`src/rtl/timer_arbiter.sv`:
```
// timer_arbiter: round-robin sharing of one prescaled
// down-counting delay timer among CHANNELS requesters.
module timer_arbiter #(
  parameter int CHANNELS = 4,
  parameter int SIZE     = 8,
  parameter int DIV      = 16
) (
  input  logic                        clk,
  input  logic                        rst,
  input  logic [CHANNELS-1:0]         req,
  input  logic [CHANNELS*SIZE-1:0]    req_count,
  input  logic                        abort,
  output logic [CHANNELS-1:0]         ack,
  output logic [CHANNELS-1:0]         done,
  output logic                        busy,
  output logic [$clog2(CHANNELS)-1:0] active_ch,
  output logic [SIZE-1:0]             value
);

  localparam int CW = $clog2(CHANNELS);
  localparam int TW = SIZE + DIV;

  typedef enum logic [1:0] {
    S_IDLE,
    S_RUN,
    S_DONE
  } state_t;

  state_t          state;
  logic [TW-1:0]   ctr;
  logic [CW-1:0]   last_grant;
  logic [CW-1:0]   grant;
  logic [CW-1:0]   idx;
  logic            found;

  assign busy  = (state != S_IDLE);
  assign value = ctr[TW-1 -: SIZE];

  // Round-robin scan: first set req starting just after last_grant
  always_comb begin
    grant = '0;
    found = 1'b0;
    idx   = '0;
    for (int i = 1; i <= CHANNELS; i++) begin
      idx = CW'((int'(last_grant) + i) % CHANNELS);
      if (!found && req[idx]) begin
        found = 1'b1;
        grant = idx;
      end
    end
  end

  // Scheduler FSM with registered ack/done pulses
  always_ff @(posedge clk) begin
    if (rst) begin
      state      <= S_IDLE;
      ctr        <= '0;
      ack        <= '0;
      done       <= '0;
      active_ch  <= '0;
      last_grant <= CW'(CHANNELS - 1);
    end else begin
      ack  <= '0;
      done <= '0;
      unique case (state)
        S_IDLE: begin
          if (found) begin
            active_ch <= grant;
            ctr       <= {req_count[int'(grant)*SIZE +: SIZE],
                          {DIV{1'b0}}};
            ack       <= CHANNELS'(1) << grant;
            state     <= S_RUN;
          end
        end
        S_RUN: begin
          if (abort) begin
            state      <= S_IDLE;
            last_grant <= active_ch;
          end else if (ctr == '0) begin
            state <= S_DONE;
            done  <= CHANNELS'(1) << active_ch;
          end else begin
            ctr <= ctr - TW'(1);
          end
        end
        S_DONE: begin
          last_grant <= active_ch;
          state      <= S_IDLE;
        end
        default: state <= S_IDLE;
      endcase
    end
  end

endmodule

```
`config.mk`:
```
export PLATFORM = sky130hd
export DESIGN_NAME = timer_arbiter
export DESIGN_NICKNAME = d
export VERILOG_FILES = /design/src/rtl/timer_arbiter.sv
export SDC_FILE = /design/constraint.sdc
export NUM_CORES = 1
export LEC_CHECK = 0
export CELL_PAD_IN_SITES_DETAIL_PLACEMENT = 2
export CELL_PAD_IN_SITES_GLOBAL_PLACEMENT = 2
export CORE_MARGIN = 2
export CORE_UTILIZATION = 28
export DETAILED_ROUTE_END_ITERATION = 10
export PLACE_DENSITY_LB_ADDON = 0.1
export SLEW_MARGIN = 20
export SYNTH_ARGS = -nofsm -noshare
export SYNTH_HDL_FRONTEND = slang
export SYNTH_SLANG_ARGS = --single-unit
```
`constraint.sdc`:
```
create_clock -name clk -period 2.21 [get_ports clk]
set_input_delay 0.3315 -clock clk [delete_from_list [all_inputs] [get_ports clk]]
set_output_delay 0.3315 -clock clk [all_outputs]
set_load 0.005 [all_outputs]
```
==> results of run 1 <==
worst max-delay path by stage:
| stage | end | cells after the start | slack (ns) | start |
|---|---|---|---|---|
| after floorplan | ctr[5] | 7 | 0.26 | ctr[9] |
| after global placement | ctr[12] | 8 | -0.17 | abort |
| after detailed placement | ctr[12] | 8 | -0.23 | abort |
| after CTS | ctr[12] | 8 | 0.06 | abort |
| after global routing | ctr[10] | 8 | -0.01 | abort |
| final | ctr[10] | 8 | 0.07 | abort |
synthesized netlist by cell type, drive strengths merged, types with 3 or more instances:
| library cell | instances | area share (%) |
|---|---|---|
| mux2 | 4 | 2.1 |
| xor2 | 6 | 2.4 |
| nand2b | 8 | 2.3 |
| nand4 | 3 | 1.1 |
| mux2i | 14 | 6.4 |
| dfxtp | 38 | 35 |
| a31oi | 9 | 2.9 |
| and3 | 4 | 1.1 |
| nor3 | 13 | 3.2 |
| o211ai | 7 | 2.4 |
| nor4 | 9 | 4.0 |
| clkbuf | 5 | 0.86 |
| nor2 | 35 | 6.0 |
| a21oi | 12 | 2.9 |
| nand3 | 10 | 2.3 |
| xnor2 | 6 | 2.4 |
| buf | 11 | 3.6 |
| o21ai | 7 | 1.6 |
| o22a | 3 | 1.2 |
| nand2 | 15 | 2.6 |
| nor2b | 7 | 2.0 |
| or3 | 4 | 1.1 |
routing by layer:
metal	vias to the layer above	track usage, %
li1	1082	-
met3	8	3.45
met4	0	4.60
met1	1097	22.1
met2	44	33.0
met5	-	0
through the flow:
step / hold slack [ns] / utilization, %
6_report: 0.484 / 41.8
5_1_grt: 0.518 / 41.8
4_1_cts: 0.492 / 41.8
3_5_place_dp: 0.481 / 39.9
3_3_place_gp: 0.471 / 39.9
2_1_floorplan: 0.448 / -
worst max-delay path: stages:
cell and delay (ns):
clkdlybuf4s50_1 0.42, or3b_1 0.42, nor2_1 0.30, a2111oi_4 0.12, buf_12 0.18, nor4_1 0.31
xnor2_1 0.17, nor2_1 0.06
power groups by stage:
stage          Combinational (W)  Sequential, W  Clock (W)
6_report                 0.00194       0.000976   0.000746
5_1_grt                  0.00216        0.00100   0.000798
4_1_cts                  0.00198       0.000980   0.000769
3_5_place_dp             0.00196       0.000994          0
3_3_place_gp             0.00191       0.000988          0
2_1_floorplan            0.00120       0.000966          0
cell families (layout without fill, tap and decap cells):
group,after synthesis,in the layout
adders and majority gates,2,2
DFF,38,38
muxes,18,18
xor gates and xnor gates,12,12
buffers and inverters,18,97
AOI/OAI and AO/OA,50,50
and+or+nand+nor,118,118
sequential cells by signal, summed over array words and instances (netlist names):
register and flops:
ctr 24, ack 4, done 4, active_ch 2
last_grant 2, state 2
area by class of cell:
cell class              instances  area, um2
clock buffers                   6       82.6
repair buffers                 87        833
flip-flops and latches         38        761
multi-input cells             200       1330
well taps                     102        128
clock inverters                 2       60.1
inverters                       2       7.51
fillers                       859       4450
==> impl_metrics.toml, run 1 <==
[outcome]
status = "finished clean"

[sta]
tightest_slew_ns = 0.502
finClkSkew_ns = 0.00219
post-route-period-util_pct = 96.8
slew_headroom_pct = 66.4
fin_setup_tns_ns = 0
slew_violations = 0
setup_slack_ns = 0.0706
rsz0062_at_grt = "true"
max_freq_mhz = 467
min_period_ns = 2.14
setup_violations = 0
hold_violations = 0

[clocking]
cts.repair.resized = 0
ctsHoldBuffers = 0
numCtsBuffers = 5
clkTransAtPathRegs_ns = 0.08
cts_sinks = 38
cts_buffer_depth = 2
cts_setup_buffers = 0
cts_tree = "built"
htree_levels = 2
clock_latency_ns = 0.29
cts-root-buf = "clkbuf_8"

[critical_path]
r2r_start = "state[1]"
path_class = "input port to register"
r2r_slack_ns = 0.14
cp.required_ns = 2.40
critPathLaunchType = "input port"
crit_path_end_kind = "register"
crit_fanout = 13
r2r_cells = 7
r2r-end = "ctr[10]"
crit_arrival_ns = 2.33

[yosys]
synth_nets = 297
syn_inst = 256
synthMuxAreaShare_pct = 8.50
synthSimpleGateAreaFrac_pct = 29.4
yosys_register_bits = 38
synth_warnings = 0
async_flop_share_pct = 0
netlist_area_um2 = 2180
synth.avg_cell_area_um2 = 8.51
synth_cell_types = 50
synth_fa_ha_area_share_pct = 1.15
ys_seq_area_share_pct = 34.9
synth_top_family_by_area = "simple AND/OR/NAND/NOR gates"
synthFlopType = "dfxtp_1"
synth_compound_area_share_pct = 16.5
synth_xor_area_share_pct = 4.82
synth_edf_count = 0

[flow_run]
drv_cap = 0

[die]
io_pins = 58
die_w_um = 92.2
coreArea_um2 = 7650
start_util_pct = 28.5
rows = 32
dieArea_um2 = 8500
chipHeight_um = 92.2

[pwr]
p_per_area_nw_per_um2 = 1150
p_comb_share_pct = 53.0
intPower_w = 0.00224
p_clk_share_pct = 20.3
power.switching_w = 0.00143
swShare_pct = 38.9
leakage_nw = 1.27
seqPwrFrac_pct = 26.6
vdd_ir_drop_max_mv = 0.500
total_power_w = 0.00367

[layout]
final_cell_area_um2 = 3200
diodes = 0
final_common_cell = "clkdlybuf4s50_1"
drive_gt1_share_pct = 15.8
nets = 375
final_cells = 437
mostFrequentLayoutCells = "clkdlybuf4s50_1 (57), dfxtp_1 (38), nor2_1 (35)"
area_growth_pct = 46.8

[routing]
dr_wl_met3_um = 303
drt_iter0_drc = 88
wirelength_um = 7520
vias = 2231
highest_layer = "met4"
route.detailed.drc = 0
met2WireLength_um = 3760
wl_met1_um = 3360
drt_first_pass_iters = 4
via_per_inst = 5.11
drtAntennaViolNets = 0
wl_per_cell_um = 17.2

[grt]
grt_pass1_vias = 2400
grt_pass1_wl_um = 12300
grt_remaining_overflow = 0
grt_use_total_pct = 18.2
antenna_found_initial = 0
grt_max_degree = 17

[min_path]
hp-class = "register to register"
worstHoldPathCells = 2
whs_endpoint = "ctr[3]"
worst_hold_startpoint = "ctr[3]"

[place]
place_area_um2 = 3050
place_inst = 429
place_ws_ns = -0.232
dpl.hpwl_um = 5910
port_buffers = 57
gp_congestion = 0.780
Note: power is estimated with default switching activity, not from simulation.
==> run 2: changes to the inputs <==
Settings changed: CORE_MARGIN 2 to 1.5.
==> impl_metrics.toml, run 2 (synthesis gave the netlist of run 1 again) <==
[pwr]
power.switching_w = 0.00141
vdd_ir_drop_max_mv = 0.487
swShare_pct = 41.1
seqPwrFrac_pct = 28.5
p_clk_share_pct = 14.6
p_per_area_nw_per_um2 = 1080
total_power_w = 0.00343
p_comb_share_pct = 56.8
leakage_nw = 1.25
intPower_w = 0.00202

[routing]
drt_first_pass_iters = 4
wirelength_um = 7470
route.detailed.drc = 0
drtAntennaViolNets = 0
vias = 2229
via_per_inst = 5.10
wl_per_cell_um = 17.1
drt_iter0_drc = 51

[critical_path]
r2r_slack_ns = 0.17
crit_arrival_ns = 2.26
crit_path_end_kind = "register"
critPathLaunchType = "input port"
path_class = "input port to register"
cp.required_ns = 2.39
crit_fanout = 13

[grt]
grt_pass1_wl_um = 12100
grt_use_total_pct = 18.1
grt_pass1_vias = 2358
grt_max_degree = 23
antenna_found_initial = 0
grt_remaining_overflow = 0

[clocking]
clock_latency_ns = 0.29
cts_tree = "built"
cts_sinks = 38
cts-root-buf = "clkbuf_8"
htree_levels = 2
ctsHoldBuffers = 0
cts_buffer_depth = 2
clkTransAtPathRegs_ns = 0.08
numCtsBuffers = 5

[sta]
finClkSkew_ns = 0.00438
hold_violations = 0
slew_violations = 0
tightest_slew_ns = 0.468
setup_violations = 0
rsz0062_at_grt = "false"
slew_headroom_pct = 68.7
setup_slack_ns = 0.127
max_freq_mhz = 480
min_period_ns = 2.08
post-route-period-util_pct = 94.2

[layout]
fillers = 840
final_cells = 437
reg_top3 = "ctr x24, ack x4, done x4"
seqCellArea_um2 = 761
diodes = 0
top_register = "ctr"
multi_input_area_um2 = 1350
final_common_cell = "clkdlybuf4s50_1"
mostFrequentLayoutCells = "clkdlybuf4s50_1 (57), dfxtp_1 (38), nor2_1 (34)"
drive_gt1_share_pct = 16.9
largest_reg_flops = 24
nets = 378
fin_util_pct = 42.7
area_growth_pct = 45.3

[place]
place_inst = 429
dpl.hpwl_um = 5760
gp_congestion = 0.818
port_buffers = 57
place_ws_ns = -0.281

[die]
io_pins = 58
coreArea_um2 = 7410
rows = 31
chipHeight_um = 91.2
die_w_um = 91.2
dieArea_um2 = 8320
start_util_pct = 29.4

[min_path]
hp-class = "register to register"

[outcome]
status = "finished clean"

[flow_run]
drv_cap = 0
==> run 2: repair_timing <==
action	4_1_cts	5_1_grt
resized for setup	0	5
setup buffers	0	0
setup endpoints to repair	0	8
==> run 2: cell type report <==
| class | instances | share of cell area [%] |
|---|---|---|
| clock buffers | 7 | 2.73 |
| multi-input cells | 200 | 42.7 |
| inverters | 2 | 0.237 |
| flip-flops and latches | 38 | 24.0 |
| well taps | 99 | 3.91 |
| repair buffers | 90 | 26.3 |
| clock inverters | 1 | 0.158 |
==> run 2: layer usage <==
layer	routed length [um]	track usage, %	part of all wire [%]	vias to the layer above
li1	-	-	-	1087
met1	3480	22.7	47	1091
met2	3620	31.3	48	46
met3	320	4.10	4.3	5
met4	50	4.04	0.67	0
met5	0	0	0	-
==> run 2: worst max-delay path: stages <==
cell	delay, ns
clkdlybuf4s50_1	0.42
or3b_1	0.46
a31oi_4	0.24
a2111oi_4	0.09
buf_12	0.18
nor4_1	0.32
xnor2_1	0.16
nor2_1	0.05
==> run 2: power groups by stage <==
stage	registers, W	clock network (W)	logic [W]
4_1_cts	0.000979	0.000529	0.00195
3_5_place_dp	0.000993	0	0.00193
6_report	0.000980	0.000503	0.00195
5_1_grt	0.00100	0.000556	0.00215
3_3_place_gp	0.000984	0	0.00189
2_1_floorplan	0.000966	0	0.00120
==> run 2: path summary, 6_finish.rpt <==
check,startpoint,to,depth (start not counted)
worst max-delay path,abort,ctr[10],8
worst min-delay path,ctr[3],ctr[3],2
worst max register to register,state[0],ctr[10],7
worst min register to register,ctr[3],ctr[3],2
==> run 2: per-stage QoR <==
stage | hold WS [ns] | TNS [ns] | cell area [um2]
after floorplan | 0.448 | 0 | 2180
after global placement | 0.477 | -2.46 | 3040
after detailed placement | 0.499 | -3.32 | 3040
after CTS | 0.514 | 0 | 3130
after global routing | 0.531 | 0 | 3160
final | 0.508 | 0 | 3160
